==> src/rtl/pixel_phase_tracker.sv <==
// Pixel-rate enable generator: divides the fast PLL clock by RATIO and keeps the divider
// aligned to a synchronised copy of the incoming pixel clock, reporting lock and slips.
module pixel_phase_tracker #(
  parameter int RATIO       = 6,
  parameter int CNT_W       = 3,
  parameter int SYNC_STAGES = 2,
  parameter int JITTER_TOL  = 0,
  parameter int LOCK_COUNT  = 16,
  parameter int LOSS_CYCLES = 24
) (
  input  logic             pixelClockXn,
  input  logic             nReset,
  input  logic             pixelClockRef,
  input  logic             trackEnable,
  input  logic [CNT_W-1:0] phaseSelect,
  output logic             pixelClockX1_en,
  output logic [CNT_W-1:0] currentPhase,
  output logic             locked,
  output logic [7:0]       slipCount
);

  localparam int MATCH_W = $clog2(LOCK_COUNT + 1);
  localparam int LOSS_W  = $clog2(LOSS_CYCLES + 1);

  localparam logic [CNT_W-1:0]   LAST_PHASE = CNT_W'(RATIO - 1);
  localparam logic [CNT_W-1:0]   TOL_LO     = CNT_W'(JITTER_TOL);
  localparam logic [CNT_W-1:0]   TOL_HI     = CNT_W'(RATIO - JITTER_TOL);
  localparam logic [CNT_W-1:0]   MIN_SPACE  = CNT_W'(RATIO / 2);
  localparam logic [MATCH_W-1:0] MATCH_MAX  = MATCH_W'(LOCK_COUNT);
  localparam logic [MATCH_W-1:0] MATCH_LAST = MATCH_W'(LOCK_COUNT - 1);
  localparam logic [LOSS_W-1:0]  LOSS_MAX   = LOSS_W'(LOSS_CYCLES);
  localparam logic [LOSS_W-1:0]  LOSS_LAST  = LOSS_W'(LOSS_CYCLES - 1);

  logic [SYNC_STAGES-1:0] refSync_p0;
  logic                   refSyncD_p1;
  logic                   refRise;
  logic [MATCH_W-1:0]     matchCnt;
  logic [LOSS_W-1:0]      lossTimer;
  logic [CNT_W-1:0]       spaceCnt;
  logic [CNT_W-1:0]       effPhase;
  logic                   inTol;
  logic                   slip;
  logic                   fire;

  function automatic logic [7:0] satIncSlip(input logic [7:0] v);
    return (v == 8'hFF) ? v : v + 8'd1;
  endfunction

  function automatic logic [MATCH_W-1:0] satIncMatch(input logic [MATCH_W-1:0] v);
    return (v >= MATCH_MAX) ? MATCH_MAX : v + MATCH_W'(1);
  endfunction

  function automatic logic [LOSS_W-1:0] satIncLoss(input logic [LOSS_W-1:0] v);
    return (v >= LOSS_MAX) ? LOSS_MAX : v + LOSS_W'(1);
  endfunction

  function automatic logic [CNT_W-1:0] satIncSpace(input logic [CNT_W-1:0] v);
    return (v >= MIN_SPACE) ? MIN_SPACE : v + CNT_W'(1);
  endfunction

  // Upper tolerance band only exists when JITTER_TOL > 0; otherwise TOL_HI may alias to 0.
  function automatic logic phaseInTol(input logic [CNT_W-1:0] p);
    return (p <= TOL_LO) || ((JITTER_TOL > 0) && (p >= TOL_HI));
  endfunction

  assign refRise  = refSync_p0[SYNC_STAGES-1] & ~refSyncD_p1;
  assign inTol    = phaseInTol(currentPhase);
  assign slip     = refRise & trackEnable & ~inTol;
  assign effPhase = (phaseSelect > LAST_PHASE) ? LAST_PHASE : phaseSelect;
  assign fire     = (currentPhase == effPhase) && (spaceCnt >= MIN_SPACE);

  always_ff @(posedge pixelClockXn) begin
    if (!nReset) begin
      refSync_p0      <= '0;
      refSyncD_p1     <= 1'b0;
      currentPhase    <= '0;
      pixelClockX1_en <= 1'b0;
      spaceCnt        <= '0;
      slipCount       <= '0;
      matchCnt        <= '0;
      lossTimer       <= '0;
      locked          <= 1'b0;
    end else begin
      // p0: synchroniser, p1: delayed copy for edge detect
      refSync_p0  <= {refSync_p0[SYNC_STAGES-2:0], pixelClockRef};
      refSyncD_p1 <= refSync_p0[SYNC_STAGES-1];

      if (slip)
        currentPhase <= CNT_W'(1);
      else if (currentPhase == LAST_PHASE)
        currentPhase <= '0;
      else
        currentPhase <= currentPhase + CNT_W'(1);

      // compare always sees the pre-reload phase, so a slip never steals this cycle's pulse
      pixelClockX1_en <= fire;
      spaceCnt        <= fire ? CNT_W'(1) : satIncSpace(spaceCnt);

      if (slip)
        slipCount <= satIncSlip(slipCount);

      if (refRise) begin
        lossTimer <= '0;
        if (inTol) begin
          matchCnt <= satIncMatch(matchCnt);
          if (matchCnt >= MATCH_LAST)
            locked <= 1'b1;
        end else begin
          matchCnt <= '0;
          locked   <= 1'b0;
        end
      end else begin
        lossTimer <= satIncLoss(lossTimer);
        if (lossTimer >= LOSS_LAST) begin
          locked   <= 1'b0;
          matchCnt <= '0;
        end
      end
    end
  end

endmodule

==> config.mk <==
export PLATFORM = sky130hd
export DESIGN_NAME = pixel_phase_tracker
export DESIGN_NICKNAME = d
export VERILOG_FILES = /design/src/rtl/pixel_phase_tracker.sv
export SDC_FILE = /design/constraint.sdc
export NUM_CORES = 1
export LEC_CHECK = 0
export ABC_AREA = 0
export CORE_AREA = 3 3 58 60
export DETAILED_ROUTE_END_ITERATION = 10
export DIE_AREA = 0 0 61 63
export GPL_ROUTABILITY_DRIVEN = 0
export PLACE_DENSITY = 0.73
export SETUP_SLACK_MARGIN = 0.3
export SLEW_MARGIN = 0
export SYNTH_ARGS = -nofsm -noshare
export SYNTH_HDL_FRONTEND = slang
export SYNTH_SLANG_ARGS = --single-unit
==> constraint.sdc <==
create_clock -name pixelClockXn -period 1.85 [get_ports pixelClockXn]
set_clock_uncertainty 0.05 [all_clocks]
set_input_delay 0.185 -clock pixelClockXn [delete_from_list [all_inputs] [get_ports pixelClockXn]]
set_output_delay 0.185 -clock pixelClockXn [all_outputs]
set_load 0.02 [all_outputs]
==> results of run 1 <==
-- worst max-delay path by stage --
stage,start,endpoint,slack (ps),cells past startpoint
after detailed placement,trackEnable,slipCount[4]$_SDFFE_PN0P_,130,5
after global routing,slipCount[0]$_SDFFE_PN0P_,slipCount[4]$_SDFFE_PN0P_,180,5
after global placement,trackEnable,slipCount[4]$_SDFFE_PN0P_,190,5
after CTS,slipCount[1]$_SDFFE_PN0P_,slipCount[1],290,1
final,slipCount[0]$_SDFFE_PN0P_,slipCount[0]$_SDFFE_PN0P_,270,6
after floorplan,currentPhase[0]$_SDFF_PN0_,slipCount[4]$_SDFFE_PN0P_,300,6
-- stage by stage --
stage | worst slack (ps) | cells | area [um2] | utilization (%) | total power [W]
final | 271.7 | 225 | 1849 | 62.10 | 0.001245
after global routing | 179.1 | 225 | 1849 | 62.10 | 0.001325
after CTS | 287.3 | 221 | 1795 | 60.29 | 0.001263
after detailed placement | 129.7 | 208 | 1693 | 56.85 | 0.0008954
after global placement | 189.6 | 208 | 1693 | 56.85 | 0.0008837
after floorplan | 301.4 | 158 | 1469 | - | 0.0008322
-- synthesized netlist by cell type, types with 3 or more instances --
master                     instances  area, um2
sky130_fd_sc_hd__a21o_1            3      22.52
sky130_fd_sc_hd__a21oi_1           5      25.02
sky130_fd_sc_hd__a31oi_1           3      18.77
sky130_fd_sc_hd__and2_1            5      31.28
sky130_fd_sc_hd__and3_1            6      37.54
sky130_fd_sc_hd__clkbuf_1          3      11.26
sky130_fd_sc_hd__dfxtp_1          29      580.6
sky130_fd_sc_hd__ha_1             11      137.6
sky130_fd_sc_hd__inv_1            12      45.04
sky130_fd_sc_hd__mux2i_1           3      30.03
sky130_fd_sc_hd__nand2_1          10      37.54
sky130_fd_sc_hd__nand2b_1          3      18.77
sky130_fd_sc_hd__nand3_1           6      30.03
sky130_fd_sc_hd__nor2_1           11      41.29
sky130_fd_sc_hd__nor2b_1           3      18.77
sky130_fd_sc_hd__nor3b_1           4      30.03
sky130_fd_sc_hd__o21a_1            5      37.54
sky130_fd_sc_hd__o21ai_0           4      20.02
sky130_fd_sc_hd__xor2_1            3      26.28
-- per-layer routing --
| metal | wire length [um] | part of all wire (%) | track usage, % |
|---|---|---|---|
| met5 | 0 | 0 | 0 |
| met2 | 1396 | 48 | 27.81 |
| met3 | 164 | 5.6 | 5.785 |
| met1 | 1254 | 43 | 21.01 |
| met4 | 89 | 3.1 | 8.401 |
-- logic make-up (layout without fill, tap and decap cells) --
family	Yosys count	after routing	share of synthesized area (%)
xor+xnor	5	5	3.007
flops	29	29	39.86
fa+ha+maj	11	11	9.450
compound gates	31	31	15.64
simple gates	63	63	25.35
buf+inv	16	50	4.639
mux	3	3	2.062
-- cell type report --
class	instances	area share (%)
clock buffer	8	2.639
inverter	12	2.436
multi-input combinational	113	45.53
sequential	29	32.14
tap	33	2.233
timing repair buffer	30	15.02
-- power by group through the flow --
stage	logic (W)	clock network (W)	registers (W)
6_report	0.000209	0.000349	0.000688
4_1_cts	0.000211	0.000364	0.000688
2_1_floorplan	0.000124	0	0.000708
3_3_place_gp	0.000181	0	0.000703
3_5_place_dp	0.000190	0	0.000705
5_1_grt	0.000241	0.000392	0.000693
-- sequential cells by signal, indices dropped and copies added (netlist names) --
signal / flops
matchCnt: 5
refSyncD_p1: 1
slipCount: 8
lossTimer: 5
spaceCnt: 3
pixelClockX1_en: 1
currentPhase: 3
locked: 1
refSync_p0: 2
-- worst max-delay path: cells and delay by family (launching register included) --
family | cells | cell delay [ps]
AO/OA/AOI/OAI | 1 | 330
AND/OR/NAND/NOR | 2 | 320
adder cells (fa/ha/maj) | 1 | 160
XOR/XNOR | 1 | 130
buffers and inverters | 1 | 170
flip-flops | 1 | 370
-- repair_timing --
action / 4_1_cts / 5_1_grt
setup buffers: 5 / 4
gates resized for setup: 13 / 10
endpoints found under the setup margin: 20 / 17
endpoints found under the hold margin: 0 / 0
pin swaps: 3 / 4
==> results.rst, run 1 <==
.. list-table::
   :header-rows: 1

   * - Metric
     - Value
   * - TritonCTS clock tree
     - built
   * - Post-detailed-route wirelength per cell
     - 12.91 um
   * - FMAX
     - 633.6 MHz
   * - Maximum buffer depth of the clock tree
     - 2
   * - Register area
     - 594.3 um2
   * - Gate count of the mapped netlist
     - 158
   * - Kind of critical path
     - register to register
   * - Async SR Flop Fraction
     - 0%
   * - Power per Cell Area
     - 673.3 nW/um2
   * - Port Buffers
     - 19
   * - Starting density of the core
     - 48.91%
   * - Slew Limit Headroom
     - 74.67%
   * - # clock sinks
     - 29
   * - Most frequent standard cell in the layout excluding fill and tap cells
     - sky130_fd_sc_hd__dfxtp_1
   * - Internal Dissipation
     - 0.0009160 W
   * - Count of cells along the worst register-to-register path
     - 6
   * - Final Routed Wirelength
     - 2905 um
   * - Core area
     - 2978 um2
   * - Number of flip-flops and latches in the synthesized netlist
     - 29
   * - Ordered cell list for the critical path
     - ha_4 > and4_4 > a211oi_4 > buf_4 > xor2_1 > and2_1
   * - Switching part of the total power
     - 26.43%
   * - Part of the total power dissipated in combinational logic
     - 16.8%
   * - Standard-cell rows
     - 20
   * - Clk pwr share
     - 28.0%
   * - CTS Hold Buffers Added
     - 0
   * - Antenna viol nets, final
     - 0
   * - Number of nets in the synthesized netlist
     - 176
   * - Hold Path End
     - refSync_p0[1]$_SDFF_PN0_
   * - Min cycle time layout
     - 1578 ps
   * - Longest individual stage delay on the worst path
     - 370 ps
   * - Slowest library cell on the worst path
     - sky130_fd_sc_hd__dfxtp_4
   * - Number of global-route vias before repair
     - 1177
   * - Maximum net fanout on the critical path
     - 5
   * - Type of destination of the critical path
     - register
   * - Number of remaining DRC errors
     - 0
   * - Type of the most critical hold path
     - register to register
   * - Final slew viol count
     - 0
   * - Leading cell types in the layout, fill and taps excluded
     - 24 x sky130_fd_sc_hd__dfxtp_1, 11 x sky130_fd_sc_hd__nor2_1, 11 x sky130_fd_sc_hd__buf_4
   * - HPWL after detailed placement
     - 2075 um
   * - Final net count
     - 209
   * - Fraction of power consumed by sequential logic
     - 55.2%
   * - Iter 0 DRT Violations
     - 76
   * - Width of the die
     - 61 um
   * - Req. time, crit path
     - 2070 ps
   * - EDFF count, synth
     - 0
   * - Later-pin clock latency in the skew report
     - 320 ps
   * - Clock-pin slew reported for the worst setup and hold paths after clock tree synthesis
     - 80 ps
   * - Via count of the routed design
     - 1238
   * - Unrepaired setup endpoints after global routing
     - true
   * - CTS buffer count
     - 5
   * - Worst ir drop on vdd
     - 0.0004185 V
   * - Global-route wire length before repair
     - 5126 um
   * - Syn Area/Cell
     - 9.218 um2
   * - Post-synth cell types
     - 44
   * - Pin count of the biggest net entering global routing
     - 14
   * - Number of top-level pins
     - 20
   * - Vias per std cell
     - 5.502
   * - Antenna violations before repair
     - 0
   * - Total count of hold-check failures in the final report
     - 0
   * - Setup Viol. Count Final
     - 0
   * - CTS Root Cell
     - sky130_fd_sc_hd__clkbuf_4
   * - Reg2Reg Setup Slack
     - 270 ps
   * - Reg-to-reg endpoint
     - slipCount[0]$_SDFFE_PN0P_
   * - Least-Margin Pin Slew
     - 376.5 ps
   * - Maximum capacitance violations
     - 0
   * - Warnings, synthesis
     - 0
   * - Fraction of the yosys area taken by sequential cells
     - 39.86%
   * - Fraction of layout cells with a size suffix above 1
     - 19.27%
   * - Number of levels in the clock H-tree
     - 2
   * - Primary FF master, synth
     - sky130_fd_sc_hd__dfxtp_1
   * - Status
     - finished clean
   * - Start point of the worst hold path
     - refSync_p0[0]$_SDFF_PN0_
   * - Worst reg2reg path startpoint
     - slipCount[0]$_SDFFE_PN0P_
   * - Global route total overflow
     - 0
   * - Data arrival time of the worst path
     - 1800 ps
   * - Total routing usage reported by global routing
     - 17.64%
   * - Area of the die
     - 3843 um2
   * - Multi-input logic area
     - 842.1 um2
   * - Setup Total Neg Slack
     - 0 ps
   * - Area growth from synthesis to layout
     - 26.98%
   * - Static Leakage
     - 0.8762 nW
   * - Diodes inserted
     - 0
   * - Cell depth of the worst min-delay path
     - 1
   * - Die H
     - 63 um
   * - Startpoint kind of the worst setup timing path
     - register
   * - Switching pwr
     - 0.0003291 W
   * - Count of filler cells inserted in the layout
     - 265
   * - Syn Std Cell Area
     - 1456 um2
   * - Post-Route Hold Slack
     - 391.6 ps
   * - Final worst path period share
     - 85.31%
   * - Drt first pass iters
     - 4
Power figures use the tool's default switching activity.
==> run 2, diff against run 1 <==
- clock period: 1.85 -> 1.9 ns (I/O delays scaled with it)
==> run 2 against run 1 <==
- die area stayed put
- first-iteration DRC count is 49% lower
- sequential power is 2% lower
- largest cell class unchanged
- worst hold slack worse by 8.7 ps
- via count is 3.7% lower
- non-clock buffer count is 6 lower
- core utilization is 1.6 points lower
- sequential share of layout area is 0.62 points higher
- final area is 2.5% lower
==> results.rst, run 2 (same netlist as run 1, synthesis figures left out) <==
.. list-table::
   :header-rows: 1

   * - Metric
     - Value
   * - Slew Limit Headroom
     - 70.97%
   * - Port Buffers
     - 19
   * - Post-detailed-route wirelength per cell
     - 13.22 um
   * - Final slew viol count
     - 0
   * - Max FFs per register
     - 8
   * - Antenna violations before repair
     - 0
   * - Post-Route Hold Slack
     - 382.9 ps
   * - Power per Cell Area
     - 723.9 nW/um2
   * - Longest individual stage delay on the worst path
     - 380 ps
   * - Number of levels in the clock H-tree
     - 2
   * - Worst path top cell family by delay
     - flip-flops
   * - Total routing usage reported by global routing
     - 16.40%
   * - Final worst path period share
     - 81.14%
   * - Count of buffering cells on the critical path with inverters included
     - 1
   * - Iter 0 DRT Violations
     - 39
   * - FMAX
     - 648.7 MHz
   * - Status
     - finished clean
   * - Vias per std cell
     - 5.443
   * - Leading cell types in the layout, fill and taps excluded
     - 25 x sky130_fd_sc_hd__dfxtp_1, 11 x sky130_fd_sc_hd__nor2_1, 10 x sky130_fd_sc_hd__inv_1, 10 x sky130_fd_sc_hd__nand2_1
   * - Area of the die
     - 3843 um2
   * - Top flop regs
     - slipCount x8, lossTimer x5, matchCnt x5
   * - Maximum net fanout on the critical path
     - 6
   * - Kind of critical path
     - register to register
   * - Number of top-level pins
     - 20
   * - Final net count
     - 203
   * - Worst ir drop on vdd
     - 0.0004115 V
   * - Static Leakage
     - 0.8101 nW
   * - Via count of the routed design
     - 1192
   * - Setup Viol. Count Final
     - 0
   * - Startpoint kind of the worst setup timing path
     - register
   * - Type of destination of the critical path
     - register
   * - Maximum buffer depth of the clock tree
     - 2
   * - Global-route wire length before repair
     - 4809 um
   * - Number of global-route vias before repair
     - 1122
   * - Register containing the most flip-flops in the final layout
     - slipCount
   * - Data arrival time of the worst path
     - 1720 ps
   * - Req. time, crit path
     - 2080 ps
   * - Ordered cell list for the critical path
     - inv_2 > ha_2 > nor2b_4 > a211oi_4 > nand4_1 > mux2i_1
   * - Number of placed instances with taps included
     - 208
   * - TritonCTS clock tree
     - built
   * - Pin count of the biggest net entering global routing
     - 14
   * - Antenna viol nets, final
     - 0
   * - Width of the die
     - 61 um
   * - Later-pin clock latency in the skew report
     - 330 ps
   * - Final non-filler cell area
     - 1803 um2
   * - Type of the most critical hold path
     - input port to register
   * - HPWL after detailed placement
     - 2090 um
   * - Final Routed Wirelength
     - 2895 um
   * - Number of remaining DRC errors
     - 0
   * - Global route total overflow
     - 0
   * - Core area
     - 2978 um2
   * - CTS Root Cell
     - sky130_fd_sc_hd__clkbuf_4
   * - Die H
     - 63 um
   * - Reg2Reg Setup Slack
     - 360 ps
   * - Area growth from synthesis to layout
     - 23.80%
   * - Least-Margin Pin Slew
     - 431.4 ps
   * - Slowest library cell on the worst path
     - sky130_fd_sc_hd__dfxtp_4
   * - Setup Total Neg Slack
     - 0 ps
   * - Min cycle time layout
     - 1542 ps
   * - Starting density of the core
     - 48.91%
   * - CTS Hold Buffers Added
     - 0
   * - Total count of hold-check failures in the final report
     - 0
   * - Maximum capacitance violations
     - 0
   * - # clock sinks
     - 29
   * - Standard-cell rows
     - 20
   * - CTS buffer count
     - 5
   * - Overall Power
     - 0.001305 W
   * - Fraction of layout cells with a size suffix above 1
     - 16.13%
   * - Diodes inserted
     - 0
   * - Drt first pass iters
     - 4
   * - Clock-pin slew reported for the worst setup and hold paths after clock tree synthesis
     - 90 ps
   * - Fin cells
     - 219
   * - Unrepaired setup endpoints after global routing
     - false
   * - Cell area after placement
     - 1685 um2
   * - Count of filler cells inserted in the layout
     - 261
   * - Most frequent standard cell in the layout excluding fill and tap cells
     - sky130_fd_sc_hd__dfxtp_1
## run 2: changes by cell type in the layout (fill, tap and decap cells not counted), moves of 2 or more
cell	delta
sky130_fd_sc_hd__clkbuf_8	+2
sky130_fd_sc_hd__dlymetal6s2s_1	-4
sky130_fd_sc_hd__ha_1	+2
sky130_fd_sc_hd__buf_4	-6
sky130_fd_sc_hd__clkbuf_1	-3
sky130_fd_sc_hd__ha_2	-2
sky130_fd_sc_hd__dlygate4sd2_1	+3
## run 2: cell type report
cell class	count	area [um2]	area share (%)
Timing Repair Buffer	24	219.0	12.14
Sequential cell	29	590.6	32.75
Tap cell	33	41.29	2.290
Inverter	12	45.04	2.498
Multi-Input combinational cell	113	837.1	46.43
Clock inverter	1	5.005	0.2776
Clock buffer	7	65.06	3.609
## run 2: path summary, 6_finish.rpt
kind / from / depth (start not counted) / end
max: currentPhase[0]$_SDFF_PN0_ / 6 / slipCount[4]$_SDFFE_PN0P_
min: pixelClockRef / 2 / refSync_p0[0]$_SDFF_PN0_
max reg2reg: currentPhase[0]$_SDFF_PN0_ / 6 / slipCount[4]$_SDFFE_PN0P_
min reg2reg: refSync_p0[0]$_SDFF_PN0_ / 1 / refSync_p0[1]$_SDFF_PN0_
## run 2: through the flow
step / utilization, % / worst slack [ps]
floorplan: - / 303.9
global placement: 56.60 / 230.2
detailed placement: 56.60 / 207.9
CTS: 58.87 / 307.6
global route: 60.55 / 302.2
finish: 60.55 / 358.4
## run 2: per-layer routing
layer | part of all wire (%) | vias to the layer above | track usage [%]
li1 | - | 612 | -
met1 | 45 | 550 | 19.17
met2 | 49 | 21 | 27.14
met3 | 3.9 | 9 | 5.579
met4 | 2.4 | 0 | 5.691
met5 | 0 | - | 0
## run 2: where the power goes
group / total (W) / switching (W) / internal, W / leakage, nW
clock: 0.000427 / 0.000213 / 0.000214 / 0.0413
combinational: 0.000205 / 0.000106 / 0.0000985 / 0.531
sequential: 0.000673 / 0.0000312 / 0.000642 / 0.238
## run 2: repair_timing
action                     4_1_cts  5_1_grt
setup endpoints to repair       18       12
buffers inserted                 0        3
gates resized for setup         11       10
pin swaps                        2        3
## run 2: worst reg2reg max path: stages, from the launching register on
cell	delay, ps
sky130_fd_sc_hd__dfxtp_4	380
sky130_fd_sc_hd__inv_2	50
sky130_fd_sc_hd__ha_2	180
sky130_fd_sc_hd__nor2b_4	150
sky130_fd_sc_hd__a211oi_4	330
sky130_fd_sc_hd__nand4_1	150
sky130_fd_sc_hd__mux2i_1	140
